File: src/rtl/fp_to_int_converter.sv
// fp_to_int_converter: IEEE-754 single to int32, truncating toward zero.
// Iterative shifter, one conversion in flight, valid/ready on both sides.
module fp_to_int_converter (
  input  logic        clk_i,
  input  logic        rst_i,
  input  logic [31:0] a_i,
  input  logic        vld_i,
  output logic        rdy_o,
  output logic [31:0] result_o,
  output logic        status_o,
  output logic        ovf_o,
  output logic        vld_o,
  input  logic        rdy_i
);

  typedef struct packed {
    logic        sign;
    logic [7:0]  exp;
    logic [22:0] mant;
  } float_point_num;

  typedef enum logic {
    OK         = 1'b0,
    NAN_OR_INF = 1'b1
  } num_status;

  typedef enum logic [1:0] {
    IDLE,
    SHIFT,
    SIGN,
    DONE
  } state_t;

  localparam logic [31:0] INT_MAX = 32'h7FFF_FFFF;
  localparam logic [31:0] INT_MIN = 32'h8000_0000;

  float_point_num op;
  state_t         state_q;
  state_t         state_d;
  logic [31:0]    mag_q;
  logic [4:0]     cnt_q;
  logic           left_q;
  logic           sign_q;
  logic [31:0]    result_q;
  num_status      status_q;
  logic           ovf_q;

  logic           accept;
  logic           is_small;
  logic           is_spec;
  logic           is_big;
  logic           is_norm;
  logic           dir_left;
  logic [4:0]     n_init;

  assign op       = a_i;
  assign rdy_o    = (state_q == IDLE) && !rst_i;
  assign vld_o    = (state_q == DONE);
  assign accept   = vld_i && rdy_o;
  assign result_o = result_q;
  assign status_o = status_q;
  assign ovf_o    = ovf_q;

  // Classify the operand; the four classes are mutually exclusive.
  // n = |exp - 150| fits in 5 bits, so mod-32 arithmetic on exp[4:0]
  // (150 mod 32 = 22) gives the exact count.
  always_comb begin
    is_small = op.exp < 8'd127;
    is_spec  = op.exp == 8'd255;
    is_big   = (op.exp >= 8'd158) && !is_spec;
    is_norm  = !is_small && (op.exp < 8'd158);
    dir_left = op.exp > 8'd150;
    n_init   = dir_left ? (op.exp[4:0] - 5'd22)
                        : (5'd22 - op.exp[4:0]);
  end

  // State register.
  always_ff @(posedge clk_i) begin
    if (rst_i) state_q <= IDLE;
    else       state_q <= state_d;
  end

  // Next-state logic.
  always_comb begin
    state_d = state_q;
    unique case (state_q)
      IDLE: begin
        if (accept) begin
          if (!is_norm)           state_d = DONE;
          else if (n_init == '0)  state_d = SIGN;
          else                    state_d = SHIFT;
        end
      end
      SHIFT: begin
        if (cnt_q == 5'd1) state_d = SIGN;
      end
      SIGN: state_d = DONE;
      DONE: begin
        if (rdy_i) state_d = IDLE;
      end
      default: state_d = IDLE;
    endcase
  end

  // Operand capture, shifting and result formation.
  always_ff @(posedge clk_i) begin
    if (rst_i) begin
      mag_q    <= '0;
      cnt_q    <= '0;
      left_q   <= 1'b0;
      sign_q   <= 1'b0;
      result_q <= '0;
      status_q <= OK;
      ovf_q    <= 1'b0;
    end else begin
      unique case (state_q)
        IDLE: begin
          if (accept) begin
            unique case (1'b1)
              is_small: begin
                result_q <= '0;
                status_q <= OK;
                ovf_q    <= 1'b0;
              end
              is_spec: begin
                status_q <= NAN_OR_INF;
                ovf_q    <= 1'b0;
                if (op.sign || (op.mant != '0))
                  result_q <= INT_MIN;
                else
                  result_q <= INT_MAX;
              end
              is_big: begin
                status_q <= OK;
                if (op.sign) begin
                  result_q <= INT_MIN;
                  ovf_q    <= (op.exp != 8'd158) || (op.mant != '0);
                end else begin
                  result_q <= INT_MAX;
                  ovf_q    <= 1'b1;
                end
              end
              is_norm: begin
                mag_q  <= {8'b0, 1'b1, op.mant};
                cnt_q  <= n_init;
                left_q <= dir_left;
                sign_q <= op.sign;
              end
              default: ;
            endcase
          end
        end
        SHIFT: begin
          mag_q <= left_q ? (mag_q << 1) : (mag_q >> 1);
          cnt_q <= cnt_q - 5'd1;
        end
        SIGN: begin
          result_q <= sign_q ? (-mag_q) : mag_q;
          status_q <= OK;
          ovf_q    <= 1'b0;
        end
        default: ;
      endcase
    end
  end

endmodule

File: config.mk
export PLATFORM = sky130hd
export DESIGN_NAME = fp_to_int_converter
export DESIGN_NICKNAME = d
export VERILOG_FILES = /design/src/rtl/fp_to_int_converter.sv
export SDC_FILE = /design/constraint.sdc
export NUM_CORES = 1
export LEC_CHECK = 0
export BUFFER_PORTS_ARGS = -buffer_cell sky130_fd_sc_hd__clkbuf_2
export CAP_MARGIN = 20
export CORE_MARGIN = 2
export CORE_UTILIZATION = 25
export CTS_CLUSTER_DIAMETER = 80
export DETAILED_ROUTE_END_ITERATION = 6
export SKIP_CTS_REPAIR_TIMING = 1
export SLEW_MARGIN = 20
export SYNTH_ARGS = -nofsm -noshare
export SYNTH_HDL_FRONTEND = slang
export SYNTH_SLANG_ARGS = --single-unit
File: constraint.sdc
create_clock -name clk_i -period 3.2 [get_ports clk_i]
set_input_delay 0.64 -clock clk_i [delete_from_list [all_inputs] [get_ports clk_i]]
set_output_delay 0.64 -clock clk_i [all_outputs]
set_load 0.02 [all_outputs]
Word level (Yosys, flattened, before mapping)
Index checks and enable logic that the tools add are counted.
{ "word_totals": {"regBits": 75, "inputBits": 36} }
{ "op_classes": {"add_sub_neg": 4, "magnitude_cmp": 4, "n_eq_ne": 13, "n_mux": 27, "reduce_logical": 22} }
{ "op_table": {"columns": ["op", "n"], "rows": [
  ["$mux 32", 7],
  ["$pmux 32 s2", 2],
  ["$pmux 32 s3", 1],
  ["$neg 32->32", 1],
  ["$reduce_bool 23->1", 1],
  ["$reduce_and 3->1", 6],
  ["$mux 5", 3],
  ["$mux 2", 5],
  ["$pmux 5 s2", 1],
  ["$eq 8x8->1 const B", 1],
  ["$ge 8x8->1 const B", 1],
  ["$gt 8x8->1 const B", 1],
  ["$lt 8x7->1 const B", 1],
  ["$lt 8x8->1 const B", 1],
  ["$ne 8x8->1 const B", 1],
  ["$pmux 1 s2", 4],
  ["$pmux 2 s4", 1],
  ["$ne 2x2->1 const B", 3],
  ["$ne 3x3->1 const B", 2],
  ["$eq 5x1->1 const B", 1],
  ["$logic_not 5->1", 1],
  ["$sub 5x1->5 const B", 1],
  ["$sub 5x5->5 const A", 1],
  ["$sub 5x5->5 const B", 1],
  ["other kinds (11)", 22]
]} }

Longest topological paths before layout
Gate-level depths: netlist of run 1.
{ "depth": {"word_depth": 7, "ltp_mapped": 10, "ltp_nobuf": 8} }

Least setup slack after synthesis of run 1
Ideal clock, no wire load.
{ "synth_path": {"kind": "input to register", "from": "input port a_i[25]", "to": "register result_q[23] (netlist: result_o[23])", "setup_ns": 0.133, "arrival_time_ns": 2.243, "slack_ns": 0.824, "path_stages": 9, "path_buffers": 3, "cell_sequence": "clkbuf_1 and4_1 o21ai_0 a31oi_1 buf_2 a21bo_2 buf_2 a21oi_1 nor3_1"} }
{ "synth_via": {"elab_chain_cells": 6} }
{ "synth_lines": {"columns": ["item", "line_no", "text"], "rows": [
  ["from (decl)", "6", "input logic [31:0] a_i,"],
  ["parallel branches: the longest is 6 deep, another holds $ge 8x8->1", null, null],
  ["to (signal assigned)", "158", "result_q <= sign_q ? (-mag_q) : mag_q;"],
  ["to (decl)", "44", "logic [31:0] result_q;"]
]} }
Several ways; the timed one is not identified. The select of a mux whose other input is x is not followed.
A chain may end at the register's enable or synchronous reset.

Worst setup path after layout of run 1
{ "layout_path": {"from": "input port a_i[23]", "to": "register result_q[10] (netlist: result_o[10])"} }
Same word-level chain as after synthesis.

==> summary.md, run 1 <==
| Metric | Value |
|---|---|
| Mapped Area | around 0.0047 mm^2 |
| CTS H-tree depth | 3 |
| Crit-path max cell delay | 0.47 ns |
| Pre-CTS setup slack | a little under 0.5 ns |
| CP Launch Type | input pin |
| Period utilization | 0.7485 |
| Die area | between 0.015 and 0.02 mm^2 |
| Drt total wl | around 13 mm |
| Final Max Slew Viols | 0 |
| Post-layout min period | approximately 2.4 ns |
| Clock Tree Buf Depth | 2 |
| Syn Nets | between 600 and 700 |
| Initial DRC count | between 300 and 400 |
| TNS Setup | 0 ns |
| TritonCTS clock tree | built |
| Yosys reg bits | 75 |
| Total GRT Usage | 0.1349 |
| Core area | around 0.018 mm^2 |
| Die Y | between 100 and 150 um |
| Fin. Hold Viols | 0 |
| Row cnt | between 40 and 50 |
| CTS sink count | 75 |
| IO buf count | 71 |
| Setup-failing EPs final | 0 |
| Final HPWL DP | approximately 9.5 mm |
| Leak pwr | 0.002094 uW |
| Initial Util | 0.2567 |
| Avg Cell Area, Syn | roughly 7.9 um^2 |
| # IOs | 72 |
| First-pass GRT wire length | approximately 21 mm |
| Max rail drop VDD | about 0.32 mV |
| Global route total overflow | 0 |
| Crit path buffers/inverters | 2 |
| CTS root buf | clkbuf_16 |
| ANT nets after route | 0 |
| Critical-path cell list | clkbuf_2, inv_1, ha_1, nor3b_1, o21ai_0, a31oi_2, a21bo_2, a21oi_1, nor3_1 |
| RSZ-0062 raised after global routing | false |
| CP Class | in -> reg |
| P per Cell Area | between 700 and 800 mW/mm^2 |
| Layout Nets | between 600 and 700 |
| Number of global-route vias before repair | 3936 |
| Worst-skew pair later-pin latency | approximately 0.34 ns |
| Routed vias | ~4300 |
| Largest net degree at the start of global routing | 70 |
| Slew HR | 0.4381 |
| Flop-to-flop setup slack | between 0.8 and 0.9 ns |
| Data arrival, critical path | 2.64 ns |
| Layout cells sized above 1 | 0.1875 |
| Wirelength per Cell | 15.19 um |
| Clock skew | around 0.0078 ns |
| TritonRoute pass-1 iters | 4 |
| Mapped Cells | roughly 600 |
| Chip width | between 100 and 150 um |
| RePlAce Congestion | 0.8410 |
| Worst hold path class | reg -> reg |
| Syn. warnings | 0 |
| Max frequency | ~420 MHz |
| Worst Max-Slew Pin Slew | 0.8390 ns |
| CTS clock-pin slew for the worst setup and hold paths | 0.06 ns |
| Sequential-to-total area share from yosys stat | 0.3223 |
| Inserted Clock Buffers | 9 |
| Synth async-reset ratio | 0 |
| Synth-to-Final Area Change | 18.99% |
| Crit path required time | roughly 3.5 ns |
| Status | complete, no violations |
| Slack of the critical path | between 0.8 and 0.9 ns |
| Library cells used by synthesis | 60 |
| Post-synth EDFFs | 0 |
| Filler cells | just under 2000 |
| # diodes | 0 |
| Initial antenna violation count | 0 |
| Top cell family by delay on the critical path | compound AO/OA/AOI/OAI gates |
| Via density | 5.002 |
| Setup crit end kind | flop |
| Max-cap violations | 0 |
| CP max-delay cell | a21bo_2 |
| Synth Flop Type | dfxtp_1 |
| CP Max Fanout | 15 |
| Drc violations | 0 |
## flip-flops by register name, summed over array words and instances (netlist names)
register / flops
result_o: 32
sign_q: 1
cnt_q: 5
mag_q: 32
status_o: 1
left_q: 1
ovf_o: 1
state_q: 2
## placed cells by master, fill, tap and decap left out, drive strengths merged, types with 11 or more instances in the layout
master  count
clkbuf     86
dfxtp      75
o21ai      15
ha         11
a211oi     28
mux2i      31
nor3       27
nand3      15
nand2b     15
inv        11
nor2       88
a21oi      61
nand2      34
buf        14
xnor2      24
## power by group
group | switching [uW] | internal (uW)
combinational | 1230 | 682
clock | 379 | 669
sequential | 207 | 1120
## worst register-to-register path, delay by kind of cell (launching register included)
family                   cells  cell delay, ns
AND/OR/NAND/NOR              3            0.47
buffers and inverters        2            0.24
adder cells (fa/ha/maj)      1            0.36
flip-flops                   1            0.38
AO/OA/AOI/OAI                3            0.78
## cell type report
| class | instances | area [um^2] | share of cell area |
|---|---|---|---|
| clock inverters | 1 | 30.03 | 0.005418 |
| clock buffers | 15 | 277.8 | 0.05011 |
| flip-flops and latches | 75 | 1501 | 0.2709 |
| well taps | 229 | 286.5 | 0.05169 |
| repair buffers | 85 | 473.0 | 0.08533 |
| inverters | 12 | 45.04 | 0.008126 |
| multi-input cells | 452 | 2929 | 0.5284 |
## synthesized netlist by cell type, drive strengths merged, types with 9 or more instances
master	number	area share
a211oi	28	0.045
a21oi	61	0.066
a221o	9	0.019
buf	11	0.013
clkbuf	40	0.032
dfxtp	75	0.32
ha	11	0.030
inv	11	0.0089
mux2i	31	0.067
nand2	34	0.029
nand2b	15	0.020
nand3	15	0.016
nor2	88	0.071
nor3	27	0.030
nor4	9	0.019
o21ai	15	0.017
xnor2	24	0.045
## metal layers
| metal | vias to the layer above | share of wire | global-route usage |
|---|---|---|---|
| li1 | 2232 | - | - |
| met1 | 2007 | 0.50 | 0.1983 |
| met2 | 98 | 0.44 | 0.1979 |
| met3 | 10 | 0.053 | 0.02598 |
| met4 | 0 | 0.0098 | 0.04263 |
| met5 | - | 0 | 0 |
## through the flow
step / util / total power (uW) / std cells / hold WS (ns) / instance area [um^2]
finish: 0.3054 / 4286 / 869 / 0.4785 / 5543
global route: 0.3054 / 4590 / 869 / 0.4992 / 5543
CTS: 0.3054 / 4314 / 869 / 0.4753 / 5543
detailed placement: 0.2885 / 3254 / 853 / 0.4674 / 5235
global placement: 0.2885 / 3255 / 853 / 0.4578 / 5235
floorplan: - / 2704 / 590 / 0.4410 / 4658
## logic make-up (layout without fill, tap and decap cells)
| kind of cell | Yosys count | count (layout) | share of synthesized area |
|---|---|---|---|
| fa+ha+maj | 11 | 11 | 0.02955 |
| xor+xnor | 30 | 30 | 0.05641 |
| flops | 75 | 75 | 0.3223 |
| buf+inv | 63 | 113 | 0.05479 |
| mux | 39 | 39 | 0.08595 |
| compound gates | 153 | 153 | 0.2165 |
| simple gates | 219 | 219 | 0.2345 |
## worst paths after layout
kind                   start           end  cells after the start
hold reg to reg     cnt_q[1]      cnt_q[1]                      2
setup / recovery     a_i[23]  result_o[10]                      9
setup reg to reg  state_q[0]  result_o[28]                      9
hold / removal      cnt_q[1]      cnt_q[1]                      2
No activity file was read; power rests on OpenSTA's default activity.
==> run 2: changes to the inputs <==
clock period = 1.9 ns   (was 3.2 ns; I/O delays follow)
==> summary.md, run 2 (synthesized netlist as in run 1, its figures left out) <==
| Metric | Value |
|---|---|
| Violated checks | setup timing |
| CP Launch Point | mag_q[20] |
| Critical Path End | result_o[30] |
| Inserted Clock Buffers | 9 (unchanged) |
| Setup crit end kind | flop |
| Clock Tree Buf Depth | 2 (unchanged) |
| Chip width | 140.5 um (unchanged) |
| Final HPWL DP | 10.67 mm (+12%) |
| Crit path required time | 2.13 ns (-1.32 ns) |
| Worst hold path class | in -> reg |
| CP Class | reg -> reg |
| IO buf count | 71 (unchanged) |
| Data arrival, critical path | 2.39 ns (-0.25 ns) |
| Synth-to-Final Area Change | 57.35% |
| Multi-input gate area | 0.003640 mm^2 (+24%) |
| Hold path start | a_i[31] |
| Placed Cells | 947 (+11%) |
| P per Cell Area | 1335 mW/mm^2 (+73%) |
| # diodes | 0 (unchanged) |
| R2R Path Start | mag_q[20] |
| Worst Max-Slew Pin Slew | 0.5249 ns (-0.3141 ns) |
| Core area | 0.01815 mm^2 (unchanged) |
| Commonest non-fill, non-tap cell in the layout | buf_4 |
| RePlAce Congestion | 0.8141 (-3.2%) |
| CTS H-tree depth | 3 (unchanged) |
| Number of cells on the worst reg-to-reg path | 6 (-3) |
| Global route total overflow | 0 (unchanged) |
| Slew HR | 0.6489 (+0.2109) |
| Max-cap violations | 0 (unchanged) |
| Setup-failing EPs final | 13 (+13) |
| Via density | 5.083 (+1.6%) |
| TritonCTS clock tree | built |
| Post-layout min period | around 2.2 ns |
| Min Hold Slack | 0.4232 ns (-0.05535 ns) |
| Status | finished, violations left |
| Layout cells sized above 1 | 0.4539 (+0.2664) |
| Row cnt | 49 (unchanged) |
| Fin. Hold Viols | 0 (unchanged) |
| Wirelength per Cell | 16.43 um (+8.2%) |
| Drt total wl | 16.25 mm (+23%) |
| Die area | 0.01974 mm^2 (unchanged) |
| Clock skew | 0.006674 ns (-0.001076 ns) |
| # IOs | 72 (unchanged) |
| Worst-skew pair later-pin latency | 0.34 ns (about the same) |
| CP Max Fanout | 4 (-11) |
| Initial Util | 0.2567 (unchanged) |
| Max rail drop VDD | 0.5568 mV (+76%) |
| CTS clock-pin slew for the worst setup and hold paths | 0.06 ns (about the same) |
| Tot Pwr | 9786 uW (+130%) |
| Total GRT Usage | 0.1446 (+0.009668) |
| CP Launch Type | flop |
| Layout Nets | 802 (+18%) |
| Non-Filler Instances | 989 (+14%) |
| Routed vias | 5027 (+16%) |
| Number of global-route vias before repair | 4429 (+13%) |
| CTS root buf | clkbuf_16 |
| Leak pwr | 0.002906 uW (+39%) |
| Final Max Slew Viols | 0 (unchanged) |
| Max frequency | about 460 MHz |
| Largest net degree at the start of global routing | 62 (-11%) |
| CTS sink count | 75 (unchanged) |
| Initial antenna violation count | 0 (unchanged) |
| Utilization after layout | 0.4039 (+0.09846) |
| FF/Latch Area | 0.001509 mm^2 (+0.50%) |
| Die Y | 140.5 um (unchanged) |
| RSZ-0062 raised after global routing | true |
| FF-to-FF End | result_o[30] |
| TritonRoute pass-1 iters | 4 (unchanged) |
| First-pass GRT wire length | 23.16 mm (+7.9%) |
| Filler cells | 1754 (-9.5%) |
| Most frequent cells in the layout | buf_4 (104), nor2_1 (86), clkbuf_2 (71) |
| ANT nets after route | 0 (unchanged) |
| Period utilization | 1.139 |
| Slack of the critical path | -0.2649 ns (-1.070 ns) |
| Initial DRC count | 245 (-21%) |
| Flop-to-flop setup slack | -0.26 ns (-1.09 ns) |
| Drc violations | 0 (unchanged) |
run 2: cell types whose count changed in the layout (fill, tap and decap cells not counted), moves of 14 or more:
cell / before / now
a21oi_1: 61 / 41
buf_6: 0 / 14
a21oi_2: 0 / 20
buf_4: 13 / 104
a211oi_1: 28 / 0
a211oi_2: 0 / 24
run 2: worst min path at each step:
stage / end / slack [ns] / cells past startpoint
finish: sign_q / 0.42 / 3
global route: sign_q / 0.45 / 3
CTS: sign_q / 0.38 / 3
detailed placement: cnt_q[1] / 0.47 / 2
global placement: cnt_q[1] / 0.46 / 2
floorplan: cnt_q[1] / 0.44 / 2
run 2: cell type report:
type | instances | area share
sequential | 75 | 0.2059
tap | 229 | 0.03909
multi-input combinational | 454 | 0.4966
clock inverter | 4 | 0.003585
inverter | 12 | 0.006487
clock buffer | 12 | 0.03363
timing repair buffer | 203 | 0.2147
run 2: routing by layer:
metal	vias to the layer above	wire length, um	track usage
met4	0	315	0.05053
met2	121	7856	0.2283
met1	2406	7356	0.1999
li1	2475	-	-
met5	-	0	0
met3	25	722	0.02393
run 2: where the power goes:
group	switching, uW	internal, uW
sequential	217	1900
combinational	3370	2710
clock	670	918
total	4260	5520
run 2: critical path, stage by stage (launching register included):
cell	delay, ns
dfxtp_2	0.33
nor4_4	0.40
nand4_2	0.18
or4_4	0.59
o21ai_4	0.15
xnor2_1	0.09
a221o_1	0.30
run 2: per-stage QoR:
stage	TNS [ns]	worst slack [ns]	cell area, um^2
after floorplan	-0.3822	-0.1808	4700
after global placement	-14.47	-0.3028	6021
after detailed placement	-16.11	-0.3474	6021
after CTS	-1.303	-0.2494	6294
after global routing	-3.714	-0.3125	7330
final	-0.9682	-0.2649	7330
==> run 3: changes to the inputs <==
CTS_BUF_LIST = sky130_fd_sc_hd__clkbuf_4 sky130_fd_sc_hd__clkbuf_8   (was unset)
==> summary.md, run 3 (synthesized netlist as in run 1, its figures left out) <==
| Metric | Value |
|---|---|
| Total GRT Usage | 0.1426 (-0.001945) |
| Utilization after layout | 0.3986 (-0.005309) |
| Die Y | 140.5 um (unchanged) |
| Die area | 0.01974 mm^2 (unchanged) |
| # IOs | 72 (unchanged) |
| RSZ-0062 raised after global routing | true |
| Row cnt | 49 (unchanged) |
| Drt total wl | 16.08 mm (-1.1%) |
| CTS clock-pin slew for the worst setup and hold paths | 0.08 ns (+0.02 ns) |
| Commonest non-fill, non-tap cell in the layout | buf_4 |
| Data arrival, critical path | 2.41 ns (+0.02 ns) |
| TritonRoute pass-1 iters | 5 (+1) |
| Leak pwr | 0.002864 uW (-1.5%) |
| Clock Tree Buf Depth | 2 (unchanged) |
| Filler cells | 1783 (+1.7%) |
| Final HPWL DP | 10.67 mm (unchanged) |
| Max frequency | 464.5 MHz (+0.56%) |
| Placed Cells | 947 (unchanged) |
| Slack of the critical path | -0.2528 ns (+0.01209 ns) |
| ANT nets after route | 0 (unchanged) |
| CP Class | reg -> reg |
| Synth-to-Final Area Change | 55.28% |
| Inserted Clock Buffers | 9 (unchanged) |
| Min Hold Slack | 0.3700 ns (-0.05317 ns) |
| Via density | 5.112 (+0.58%) |
| Setup-failing EPs final | 12 (-1) |
| Violated checks | setup timing |
| P per Cell Area | 1283 mW/mm^2 (-3.9%) |
| Fin. Hold Viols | 0 (unchanged) |
| Worst Max-Slew Pin Slew | 0.4949 ns (-0.03000 ns) |
| Flop-to-flop setup slack | -0.25 ns (about the same) |
| Final Max Slew Viols | 0 (unchanged) |
| Design Area, Final | 0.007233 mm^2 (-1.3%) |
| Initial antenna violation count | 0 (unchanged) |
| Slew HR | 0.6690 (+0.02006) |
| Period utilization | 1.133 (-0.006365) |
| # diodes | 0 (unchanged) |
| Worst hold path class | in -> reg |
| IO buf count | 71 (unchanged) |
| Routed vias | 5056 (+0.58%) |
| Setup crit end kind | flop |
| CP Launch Type | flop |
| Core area | 0.01815 mm^2 (unchanged) |
| Max-cap violations | 0 (unchanged) |
| Crit path required time | 2.15 ns (+0.02 ns) |
| Number of global-route vias before repair | 4417 (-0.27%) |
| TritonCTS clock tree | built |
| Max rail drop VDD | 0.4711 mV (-15%) |
| TNS Setup | -1.003 ns (-0.03437 ns) |
| Wirelength per Cell | 16.26 um (-1.1%) |
| Clock skew | 0.01095 ns (+0.004275 ns) |
| Post-layout min period | 2.153 ns (-0.01209 ns) |
| First-pass GRT wire length | 23.03 mm (-0.60%) |
| CP Max Fanout | 4 (unchanged) |
| Status | finished, violations left |
| Worst-skew pair later-pin latency | 0.36 ns (+0.02 ns) |
| CTS sink count | 75 (unchanged) |
| Non-Filler Instances | 989 (unchanged) |
| Chip width | 140.5 um (unchanged) |
| Dpl cell area | 0.006021 mm^2 (unchanged) |
| CTS root buf | clkbuf_8 |
| Multi-input gate area | 0.003628 mm^2 (-0.31%) |
| RePlAce Congestion | 0.8141 (unchanged) |
| Global route total overflow | 0 (unchanged) |
| Initial Util | 0.2567 (unchanged) |
| FF/Latch Area | 0.001509 mm^2 (unchanged) |
| Layout cells sized above 1 | 0.4500 (-0.003947) |
| Most frequent cells in the layout | buf_4 (105), nor2_1 (87), clkbuf_2 (71) |
| Layout Nets | 802 (unchanged) |
| Drc violations | 0 (unchanged) |
| Largest net degree at the start of global routing | 62 (unchanged) |
| Initial DRC count | 306 (+25%) |
| CTS H-tree depth | 3 (unchanged) |
[run 3: cell counts in the layout (fill, tap and decap cells not counted)]
No cell type changed its count.
[run 3: area by class of cell]
class | instances | area share
Clock inverter | 4 | 0.003633
Tap cell | 229 | 0.03961
Timing Repair Buffer | 203 | 0.2188
Sequential cell | 75 | 0.2086
Clock buffer | 12 | 0.02110
Inverter | 12 | 0.006573
Multi-Input combinational cell | 454 | 0.5016
[run 3: critical path: stages, from the launching register on]
cell and delay, ns:
dfxtp_2 0.34, nor4_4 0.40, nand4_2 0.18, or4_4 0.59
o21ai_4 0.15, xnor2_1 0.09, a221o_1 0.30
[run 3: stage by stage]
| step | worst slack [ns] | total power [uW] |
|---|---|---|
| after floorplan | -0.1808 | 4610 |
| final | -0.2528 | 9282 |
| after CTS | -0.2493 | 7524 |
| after global routing | -0.3227 | 9829 |
| after detailed placement | -0.3474 | 6366 |
| after global placement | -0.3028 | 6352 |
[run 3: power by group]
group	switching, uW	leakage (uW)	internal (uW)
Clock	619	0.0000932	537
Sequential	216	0.000613	1900
Combinational	3330	0.00216	2680
Total	4170	0.00286	5110
[run 3: worst paths after layout]
check / end / cells past startpoint / startpoint
max: result_o[30] / 6 / mag_q[20]
min: sign_q / 3 / a_i[31]
max reg2reg: result_o[30] / 6 / mag_q[20]
min reg2reg: ovf_o / 2 / ovf_o
[run 3: per-layer routing]
metal,vias to the layer above,share of wire,global-route usage
met3,32,0.038,0.02530
met4,0,0.026,0.04579
met2,115,0.48,0.2268
li1,2470,-,-
met1,2439,0.46,0.1966
met5,-,0,0
